<file path="src/rtl/cpu_core_pkg.sv">
// Shared constants and FSM encoding for the interrupt controller.
package cpu_core_pkg;
    localparam int unsigned NUM_LINES = 16;
    localparam int unsigned VEC_SHIFT = 2;

    typedef enum logic [1:0] {
        ST_IDLE,
        ST_ARM,
        ST_ASK,
        ST_HOLD
    } irq_state_e;

    // Vector table entry address; 32-bit wrap-around is intended.
    function automatic logic [31:0] vec_addr(input logic [31:0] base, input logic [7:0] num);
        return base + (32'(num) << VEC_SHIFT);
    endfunction
endpackage

</file>
<file path="src/rtl/interrupt_ctrl_if.sv">
// Interrupt controller bus: interrupt sources, mask port, pipeline handshake, grant outputs.
// With SOFT_IRQ_EN defined, the software interrupt request signals are added.
interface interrupt_ctrl_if;
    logic [cpu_core_pkg::NUM_LINES-1:0] irq_line;
    logic                               mask_wr;
    logic [cpu_core_pkg::NUM_LINES-1:0] mask_wdata;
    logic [31:0]                        sys;
    logic                               pc_stop;
    logic                               this_isRunning;
    logic [31:0]                        thisOrderAddress;
    logic                               interrupt_ask;
    logic [31:0]                        interrupt_pc;
    logic [31:0]                        interrupt_ipc;
    logic [7:0]                         interrupt_num;
    logic [cpu_core_pkg::NUM_LINES-1:0] pending;
`ifdef SOFT_IRQ_EN
    logic                               sw_irq;
    logic [7:0]                         sw_irq_num;
`endif

    modport slave (
        input  irq_line, mask_wr, mask_wdata, sys, pc_stop, this_isRunning, thisOrderAddress,
`ifdef SOFT_IRQ_EN
        input  sw_irq, sw_irq_num,
`endif
        output interrupt_ask, interrupt_pc, interrupt_ipc, interrupt_num, pending
    );

    modport master (
        output irq_line, mask_wr, mask_wdata, sys, pc_stop, this_isRunning, thisOrderAddress,
`ifdef SOFT_IRQ_EN
        output sw_irq, sw_irq_num,
`endif
        input  interrupt_ask, interrupt_pc, interrupt_ipc, interrupt_num, pending
    );
endinterface

</file>
<file path="src/rtl/irq_prio_enc16.sv">
// Lowest-index-wins priority encoder over the 16 eligible interrupt lines.
module irq_prio_enc16
    import cpu_core_pkg::*;
(
    input  logic [NUM_LINES-1:0] req_i,
    output logic                 valid_o,
    output logic [3:0]           idx_o
);
    always_comb begin
        valid_o = |req_i;
        idx_o   = '0;
        for (int i = NUM_LINES - 1; i >= 0; i--) begin
            if (req_i[i]) idx_o = 4'(i);
        end
    end
endmodule

</file>
<file path="src/rtl/interrupt_ctrl.sv">
// Edge-triggered 16-line interrupt controller with masking, safe-point arming and grant hold-off.
// Optional software interrupt source enabled by defining SOFT_IRQ_EN.
module interrupt_ctrl
    import cpu_core_pkg::*;
#(
    parameter logic [31:0] VEC_BASE = 32'h0000_0100,
    parameter int unsigned HOLDOFF  = 2
) (
    input  logic            clk,
    input  logic            all_rst_n,
    interrupt_ctrl_if.slave bus
);
    // The IDLE cycle after HOLD is part of the blocked window, so HOLD itself lasts HOLDOFF-1 cycles.
    localparam logic [7:0] HOLD_LOAD = 8'(HOLDOFF - 1);

    irq_state_e           state_q, state_d;
    logic [NUM_LINES-1:0] irq_q, pend_q, pend_d, mask_q, mask_d, clr, elig;
    logic [7:0]           hold_q, hold_d, sel_q, sel_d, num_q, num_d;
    logic [31:0]          pc_q, pc_d, ipc_q, ipc_d;
    logic                 enc_vld, any_elig, take, sel_line;
    logic [3:0]           enc_idx;
    logic [7:0]           win_num;
    logic                 unused_sys;

    assign unused_sys = ^bus.sys[31:1];
    assign elig       = pend_q & mask_q;

    irq_prio_enc16 u_enc (.req_i(elig), .valid_o(enc_vld), .idx_o(enc_idx));

    assign take = (state_q == ST_IDLE) && any_elig && bus.sys[0];

`ifdef SOFT_IRQ_EN
    logic       sw_pend_q, sw_pend_d, sel_sw_q, sel_sw_d;
    logic [7:0] sw_num_q, sw_num_d;

    assign any_elig = enc_vld | sw_pend_q;
    assign win_num  = enc_vld ? {4'h0, enc_idx} : sw_num_q;
    assign sel_line = !sel_sw_q;

    // A new request in the ASK cycle survives the clear.
    always_comb begin
        sel_sw_d  = take ? !enc_vld : sel_sw_q;
        sw_pend_d = (sw_pend_q & !(state_q == ST_ASK && sel_sw_q)) | bus.sw_irq;
        sw_num_d  = bus.sw_irq ? bus.sw_irq_num : sw_num_q;
    end

    always_ff @(posedge clk or negedge all_rst_n) begin
        if (!all_rst_n) begin
            sw_pend_q <= 1'b0;
            sel_sw_q  <= 1'b0;
            sw_num_q  <= '0;
        end else begin
            sw_pend_q <= sw_pend_d;
            sel_sw_q  <= sel_sw_d;
            sw_num_q  <= sw_num_d;
        end
    end
`else
    assign any_elig = enc_vld;
    assign win_num  = {4'h0, enc_idx};
    assign sel_line = 1'b1;
`endif

    always_comb begin
        state_d = state_q;
        hold_d  = hold_q;
        sel_d   = sel_q;
        num_d   = num_q;
        pc_d    = pc_q;
        ipc_d   = ipc_q;
        clr     = '0;
        unique case (state_q)
            ST_IDLE: begin
                if (take) begin
                    sel_d   = win_num;
                    state_d = ST_ARM;
                end
            end
            ST_ARM: begin
                if (!bus.sys[0]) begin
                    state_d = ST_IDLE;
                end else if (!bus.pc_stop && bus.this_isRunning) begin
                    ipc_d   = bus.thisOrderAddress;
                    num_d   = sel_q;
                    pc_d    = vec_addr(VEC_BASE, sel_q);
                    state_d = ST_ASK;
                end
            end
            ST_ASK: begin
                if (sel_line) clr[sel_q[3:0]] = 1'b1;
                if (HOLDOFF > 1) begin
                    hold_d  = HOLD_LOAD;
                    state_d = ST_HOLD;
                end else begin
                    state_d = ST_IDLE;
                end
            end
            ST_HOLD: begin
                if (hold_q <= 8'd1) begin
                    hold_d  = '0;
                    state_d = ST_IDLE;
                end else begin
                    hold_d = hold_q - 8'd1;
                end
            end
        endcase
    end

    assign pend_d = (pend_q & ~clr) | (bus.irq_line & ~irq_q);
    assign mask_d = bus.mask_wr ? bus.mask_wdata : mask_q;

    always_ff @(posedge clk or negedge all_rst_n) begin
        if (!all_rst_n) begin
            state_q <= ST_IDLE;
            irq_q   <= '0;
            pend_q  <= '0;
            mask_q  <= '1;
            hold_q  <= '0;
            sel_q   <= '0;
            num_q   <= '0;
            pc_q    <= '0;
            ipc_q   <= '0;
        end else begin
            state_q <= state_d;
            irq_q   <= bus.irq_line;
            pend_q  <= pend_d;
            mask_q  <= mask_d;
            hold_q  <= hold_d;
            sel_q   <= sel_d;
            num_q   <= num_d;
            pc_q    <= pc_d;
            ipc_q   <= ipc_d;
        end
    end

    assign bus.interrupt_ask = (state_q == ST_ASK);
    assign bus.interrupt_pc  = pc_q;
    assign bus.interrupt_ipc = ipc_q;
    assign bus.interrupt_num = num_q;
    assign bus.pending       = pend_q;
endmodule

</file>
<file path="src/flat_wrapper.sv">
// flat-port wrapper written by rule: the top's interface ports become plain ports
module interrupt_ctrl_flat import cpu_core_pkg::*;
#(
    parameter logic [31:0] VEC_BASE = 32'h0000_0100,
    parameter int unsigned HOLDOFF  = 2
)
  (clk, all_rst_n, bus_irq_line, bus_mask_wr, bus_mask_wdata, bus_sys, bus_pc_stop, bus_this_isRunning, bus_thisOrderAddress, bus_interrupt_ask, bus_interrupt_pc, bus_interrupt_ipc, bus_interrupt_num, bus_pending);
  interrupt_ctrl_if bus_i ();
  input  logic clk;
  input  logic all_rst_n;
  input wire logic [$bits(bus_i.irq_line)-1:0] bus_irq_line;
  input wire logic [$bits(bus_i.mask_wr)-1:0] bus_mask_wr;
  input wire logic [$bits(bus_i.mask_wdata)-1:0] bus_mask_wdata;
  input wire logic [$bits(bus_i.sys)-1:0] bus_sys;
  input wire logic [$bits(bus_i.pc_stop)-1:0] bus_pc_stop;
  input wire logic [$bits(bus_i.this_isRunning)-1:0] bus_this_isRunning;
  input wire logic [$bits(bus_i.thisOrderAddress)-1:0] bus_thisOrderAddress;
  output wire logic [$bits(bus_i.interrupt_ask)-1:0] bus_interrupt_ask;
  output wire logic [$bits(bus_i.interrupt_pc)-1:0] bus_interrupt_pc;
  output wire logic [$bits(bus_i.interrupt_ipc)-1:0] bus_interrupt_ipc;
  output wire logic [$bits(bus_i.interrupt_num)-1:0] bus_interrupt_num;
  output wire logic [$bits(bus_i.pending)-1:0] bus_pending;
  assign bus_i.irq_line = bus_irq_line;
  assign bus_i.mask_wr = bus_mask_wr;
  assign bus_i.mask_wdata = bus_mask_wdata;
  assign bus_i.sys = bus_sys;
  assign bus_i.pc_stop = bus_pc_stop;
  assign bus_i.this_isRunning = bus_this_isRunning;
  assign bus_i.thisOrderAddress = bus_thisOrderAddress;
  assign bus_interrupt_ask = bus_i.interrupt_ask;
  assign bus_interrupt_pc = bus_i.interrupt_pc;
  assign bus_interrupt_ipc = bus_i.interrupt_ipc;
  assign bus_interrupt_num = bus_i.interrupt_num;
  assign bus_pending = bus_i.pending;
  interrupt_ctrl #(.VEC_BASE(VEC_BASE), .HOLDOFF(HOLDOFF)) u_core (.clk(clk), .all_rst_n(all_rst_n), .bus(bus_i));
endmodule
</file>
<file path="config.mk">
export PLATFORM = sky130hd
export DESIGN_NAME = interrupt_ctrl_flat
export DESIGN_NICKNAME = d
export VERILOG_FILES = /design/src/rtl/cpu_core_pkg.sv /design/src/rtl/interrupt_ctrl_if.sv /design/src/rtl/irq_prio_enc16.sv /design/src/rtl/interrupt_ctrl.sv /design/src/flat_wrapper.sv
export SDC_FILE = /design/constraint.sdc
export NUM_CORES = 1
export LEC_CHECK = 0
export ABC_AREA = 0
export CAP_MARGIN = 20
export CORE_MARGIN = 4
export CORE_UTILIZATION = 38
export CTS_CLUSTER_DIAMETER = 80
export DETAILED_ROUTE_END_ITERATION = 12
export PLACE_DENSITY = 0.86
export SLEW_MARGIN = 20
export SYNTH_ARGS = -nofsm -noshare
export SYNTH_HDL_FRONTEND = slang
export SYNTH_SLANG_ARGS = --single-unit
</file>
<file path="constraint.sdc">
create_clock -name clk -period 1.8 [get_ports clk]
set_clock_uncertainty 0.2 [all_clocks]
set_input_delay 0.27 -clock clk [delete_from_list [all_inputs] [get_ports clk]]
set_output_delay 0.27 -clock clk [all_outputs]
set_load 0.05 [all_outputs]
</file>
==> results of run 1 <==
worst register-to-register path: stages (launching register included):
cell	delay, ns
dfrtp_1	0.38
or3_4	0.41
buf_4	0.17
nor4_1	0.36
o21ai_2	0.11
nand2_1	0.08
o41ai_2	0.06
where the power goes:
| group | switching [mW] | internal, mW | leakage (nW) | total [mW] |
|---|---|---|---|---|
| clock network | 0.798 | 1.14 | 0.149 | 1.94 |
| logic | 3.13 | 1.84 | 1.46 | 4.98 |
| registers | 0.460 | 2.90 | 1.12 | 3.36 |
worst max-delay path by stage:
| stage | depth (start not counted) | to | start |
|---|---|---|---|
| 2_1_floorplan | 5 | u_core.bus.interrupt_ipc[18] | flop |
| 4_1_cts | 6 | u_core.hold_q[2] | u_core.hold_q[3] |
| 6_report | 6 | u_core.hold_q[7] | u_core.hold_q[3] |
| 5_1_grt | 6 | u_core.hold_q[5] | u_core.hold_q[3] |
| 3_5_place_dp | 5 | u_core.bus.interrupt_ipc[4] | bus_this_isRunning |
| 3_3_place_gp | 5 | u_core.bus.interrupt_num[2] | bus_this_isRunning |
sequential cells by signal, summed over array words and instances (netlist names), named ones only:
signal	count
u_core.irq_q	16
u_core.sel_q	4
u_core.bus.pending	16
u_core.state_q	1
u_core.bus.interrupt_num	3
u_core.hold_q	8
u_core.bus.interrupt_ipc	32
u_core.mask_q	16
u_core.bus.interrupt_pc	2
final cells by class:
cell class / instances / share of cell area (%)
Multi-Input combinational cell: 218 / 25.5
Clock inverter: 5 / 0.833
Timing Repair Buffer: 168 / 24.6
Inverter: 21 / 1.28
Sequential cell: 99 / 40.9
Tap cell: 140 / 2.84
Clock buffer: 11 / 4.10
per-stage QoR:
stage | std cells | hold slack, ns | setup TNS (ns) | utilization (%) | total power, mW
finish | 662 | 0.185 | -0.289 | 56.3 | 10.3
global route | 662 | 0.193 | -1.73 | 56.3 | 10.8
CTS | 658 | 0.184 | -0.169 | 55.6 | 10.2
detailed placement | 641 | 0.0206 | -8.32 | 52.6 | 8.17
global placement | 641 | 0.0169 | -7.05 | 52.6 | 8.01
floorplan | 382 | -0.226 | -0.0181 | - | 6.55
layer usage:
| layer | global-route usage, % | share of wire [%] |
|---|---|---|
| met1 | 20.5 | 39 |
| met2 | 29.5 | 52 |
| met3 | 4.39 | 6.7 |
| met4 | 8.31 | 2.4 |
| met5 | 0 | 0 |
layout by cell type, fill, tap and decap left out, drive strengths merged, types with 4 or more instances in the layout:
cell	Yosys	final
buf	41	98
nor2	4	4
dfstp	16	16
nand2b	5	5
nor3	5	5
clkbuf	3	12
inv	21	21
clkdlybuf4s50	0	68
conb	1	31
a22oi	9	9
a21oi	4	4
nand2	26	26
mux2	52	52
dfrtp	83	83
o21ai	43	43
cell families (layout without fill, tap and decap cells):
| family | Yosys count | after routing | synth area share [%] |
|---|---|---|---|
| buf+inv | 65 | 205 | 9.42 |
| flops | 99 | 99 | 58.2 |
| simple gates | 57 | 57 | 6.47 |
| fa+ha+maj | 2 | 2 | 0.583 |
| xor+xnor | 2 | 2 | 0.408 |
| mux | 52 | 52 | 13.6 |
| compound gates | 74 | 74 | 11.2 |
| other cells | 1 | 31 | 0.0874 |
what timing repair did:
item | in CTS | in global routing
cloned | 0 | 1
setup endpoints to repair | 8 | 21
gates resized for setup | 5 | 14
pin swaps | 4 | 2
hold endpoints to repair | 39 | 0
hold buffers | 1 | 0
setup buffers | 0 | 3
==> metrics.txt, run 1 <==
final-stage net count between 600 and 700; # IOs between 150 and 200; DR WL/cell ~17 microns; CP Buf/Inv Count 1; n_diodes 0; RR Endpoint u_core.hold_q[7]; sequential area share after synthesis about three fifths; Vias/cell between 5 and 6; Final Hold Viols 0; Avg Cell Area, Syn ~12 sq um; count leader, synth dfrtp_1; Die Y between 100 and 150 microns; CORE AREA approximately 11000 sq um; Reg2Reg Launch Point u_core.hold_q[3]; Hold Path Class primary input to asynchronous set/reset pin; Synth Cell Area 4290 sq um; DRC violations left 0; root buffer cell clkbuf_16; CTS Buf Count 9; Layout fillers just under 900; fmax about 530 MHz; DRT iter0 DRCs around 220; die width about 110 microns; run status complete, but fails checks; initial core utilization 39.2%; CP endpoint kind flop; Post-synth EDFFs 0; Final Setup Violations 5; worst-path fanout max 5; Setup WS pre-CTS -0.242 ns; Final Cell Area ~6000 sq um; CTS tree yes; initial antenna violation count 0; layout cells sized above 1 41.8%; GRT overflow 0; top_reg_cell synth dfrtp_1; post-synth top area cell dfrtp_1; Final Cycle Share 105%; Area Growth Syn to Fin 43.5%; critical path arrival about 1.9 ns; max cap viols 0; Rows 38; Slew Limit Fails 0; Vias approximately 3.3k; synth top area cells dfrtp_1 (48%), mux2_2 (14%), dfstp_2 (9.8%); Synth warnings 0; Die Area about 13000 sq um; # clock sinks just under 100; crit start category flop; power per cell area ~1700 nW/um^2; fraction of registers with async set/reset between 90% and 100%; post-synthesis cell count between 300 and 400; Clock Tree Buf Depth 2; Max VDD drop 1.21 mV; violated checks setup timing; Routed WL 11400 microns; largest net degree at the start of global routing 44; flops & latches, synth a little under 100; Worst EP required between 1.5 and 2 ns; GRT Total Usage between 10% and 20%; DR pass1 iterations 5; Tmin final 1.88 ns; post-route setup slack -0.0833 ns; FF/Latch Area around 2500 sq um; crit-path leading delay family simple AND/OR/NAND/NOR gates; Leak Pwr around 2.7 nW; DP HPWL a little over 8000 microns; Critical Path Max Stage Delay ~0.41 ns; Worst R2R Path Depth 6; Worst Setup Path Type flop to flop; Routability Congestion 0.948; Crit-path slowest cell or3_4; synth cell count leaders dfrtp_1 (83), mux2_2 (52), buf_4 (37), o21ai_0 (37), nand2_1 (26); Critical Path, Cell by Cell or3_4 > buf_4 > nor4_1 > o21ai_2 > nand2_1 > o41ai_2; DRT antenna net count 0; post-synthesis cell type count 42; RSZ-0062 raised after global routing yes; vias in the first global route between 3k and 4k; first-pass GRT wire length around 18000 microns; IO buf count ~130; Worst-path clk slew around 0.07 ns; CTS H-Tree Depth 3; multi-input logic area approximately 1600 sq um; Yosys top cell area share between 40% and 50%; worst reg-to-reg setup slack -0.08 ns; area of placed instances about 5700 sq um; later-pin clock latency in the skew report 0.34 ns
Power figures use the tool's default switching activity.
==> run 2: changes to the inputs <==
--- a/config.mk
+++ b/config.mk
@@ -8,10 +8,11 @@
 export ABC_AREA = 0
 export CAP_MARGIN = 20
 export CORE_MARGIN = 4
-export CORE_UTILIZATION = 38
+export CORE_UTILIZATION = 39
+export CTS_BUF_LIST = sky130_fd_sc_hd__clkbuf_4 sky130_fd_sc_hd__clkbuf_8
 export CTS_CLUSTER_DIAMETER = 80
 export DETAILED_ROUTE_END_ITERATION = 12
-export PLACE_DENSITY = 0.86
+export PLACE_DENSITY = 0.87
 export SLEW_MARGIN = 20
 export SYNTH_ARGS = -nofsm -noshare
 export SYNTH_HDL_FRONTEND = slang
==> metrics.txt, run 2 (synthesis gave the netlist of run 1 again) <==
run status complete, but fails checks; violated checks setup timing; Worst-path clk slew 0.09 ns (+0.02 ns); later-pin clock latency in the skew report 0.37 ns (+0.03 ns); multi-input logic area 1570 sq um (about the same); Final Hold Viols 0 (unchanged); IO buf count 127 (unchanged); post-route setup slack -0.0306 ns (+0.0527 ns); DRT iter0 DRCs 211 (-4.5%); CTS H-Tree Depth 3 (unchanged); FF/Latch Area 2520 sq um (unchanged); fmax 546 MHz (+2.9%); root buffer cell clkbuf_8; critical path arrival 1.89 ns (-0.02 ns); fin cells 654 (-1.2%); Max VDD drop 1.14 mV (-5.8%); Die Area 12700 sq um (-2.4%); power per cell area 1600 nW/um^2 (-4.2%); DR pass1 iterations 4 (-1); Final Cycle Share 102% (-2.9 points); Final Setup Violations 4 (-1); largest net degree at the start of global routing 33 (-25%); die width 113 microns (-1.2%); Worst Setup Path Type flop to flop; RSZ-0062 raised after global routing yes; Worst EP required 1.86 ns (+0.04 ns); DR WL/cell 16.5 microns (-3.9%); Crit-path slowest cell or3_4; Worst Hold End u_core.irq_q[0]; max cap viols 0 (unchanged); crit-path leading delay family simple AND/OR/NAND/NOR gates; Area Growth Syn to Fin 39.0%; Slew Limit Fails 0 (unchanged); DP HPWL 8120 microns (-1.8%); CORE AREA 10800 sq um (-1.3%); number of flip-flops in the largest register 32 (unchanged); initial antenna violation count 0 (unchanged); # IOs 190 (unchanged); crit start category flop; Leak Pwr 2.63 nW (-3.5%); # clock sinks 99 (unchanged); Reg2Reg Launch Point u_core.hold_q[2]; n_diodes 0 (unchanged); GRT Total Usage 16.7% (-0.63 points); CTS tree yes; Clock Tree Buf Depth 2 (unchanged); first-pass GRT wire length 16800 microns (-5.1%); Layout fillers 883 (+0.80%); worst reg-to-reg setup slack -0.03 ns (+0.05 ns); Routability Congestion 0.920 (-2.9%); Critical Path, Cell by Cell or3_4 > o311ai_4 > buf_12 > o21ai_2 > nand2_1 > o41ai_2; Setup WS pre-CTS -0.231 ns (+0.0104 ns); CP Buf/Inv Count 1 (unchanged); Worst R2R Path Depth 6 (unchanged); worst-path fanout max 11 (+6); GRT overflow 0 (unchanged); commonest cells after routing, fill and taps aside buf_4 (84), clkdlybuf4s50_1 (68), dfrtp_1 (66); Rows 38 (unchanged); Tmin final 1.83 ns (-0.0527 ns); initial core utilization 39.8% (+0.52 points); Routed WL 10800 microns (-5.1%); Vias/cell 4.89 (-2.5%); Finished Core Util 55.3% (-1.1 points); DRC violations left 0 (unchanged); Hold Path Depth 1; hold path start bus_irq_line[0]; Die Y 113 microns (-1.2%); layout cells sized above 1 41.1% (-0.71 points); Hold Path Class primary input to flop; final-stage net count 612 (-1.3%); RR Endpoint u_core.hold_q[7]; DRT antenna net count 0 (unchanged); Vias 3200 (-3.6%); CTS Buf Count 9 (unchanged); Critical Path Max Stage Delay 0.43 ns (+0.02 ns); vias in the first global route 3314 (-7.5%); commonest non-fill, non-tap cell in the layout buf_4; CP endpoint kind flop; placed cells 635 (-0.94%)
[run 2: cell types whose count changed in the layout (fill, tap and decap cells not counted), sizes merged]
cell | previous run | this run
inv | 21 | 22
clkinv | 3 | 2
bufinv | 1 | 0
buf | 98 | 91
[run 2: repair_timing]
item / in CTS / in global routing
endpoints found under the hold margin: 84 / 0
resized for setup: 3 / 13
hold buffers: 1 / 0
setup buffers: 0 / 1
setup endpoints to repair: 18 / 45
pin swaps: 0 / 3
cloned: 0 / 1
[run 2: layer usage]
layer	GRT usage (%)	routed length [microns]	vias to the layer above	share of wire, %
met5	0	0	-	0
met4	6.09	248	0	2.3
met3	4.65	687	24	6.4
met2	28.1	5430	133	50
met1	20.6	4440	1562	41
li1	-	-	1481	-
[run 2: worst max path at each step]
stage / from / end / cells after the start / slack (ns)
after floorplan: flop / u_core.bus.interrupt_ipc[18] / 5 / -0.002
final: u_core.hold_q[2] / u_core.hold_q[7] / 6 / -0.03
after global routing: u_core.hold_q[2] / u_core.hold_q[5] / 6 / -0.10
after CTS: u_core.hold_q[6] / u_core.hold_q[7] / 6 / -0.02
after detailed placement: bus_this_isRunning / u_core.bus.interrupt_ipc[30] / 5 / -0.23
after global placement: bus_this_isRunning / u_core.bus.interrupt_ipc[6] / 5 / -0.20
[run 2: power by group]
part | switching [mW] | internal (mW)
sequential | 0.479 | 2.89
combinational | 3.07 | 1.79
clock | 0.734 | 0.573
total | 4.28 | 5.25
[run 2: final cells by class]
type,instances,area share (%)
Multi-Input combinational cell,218,26.3
Tap cell,140,2.94
Sequential cell,99,42.2
Clock inverter,4,0.462
Timing Repair Buffer,160,24.2
Clock buffer,12,2.56
Inverter,21,1.32
[run 2: per-stage QoR]
stage / total power [mW] / setup TNS, ns / hold WS, ns / cell area [sq um]
2_1_floorplan: 6.55 / -0.0181 / -0.226 / 4440
3_3_place_gp: 7.96 / -6.11 / 0.0185 / 5700
3_5_place_dp: 8.13 / -7.08 / 0.0284 / 5700
4_1_cts: 9.50 / -0.0663 / 0.145 / 5910
5_1_grt: 10.0 / -0.566 / 0.147 / 5960
6_report: 9.53 / -0.0895 / 0.158 / 5960
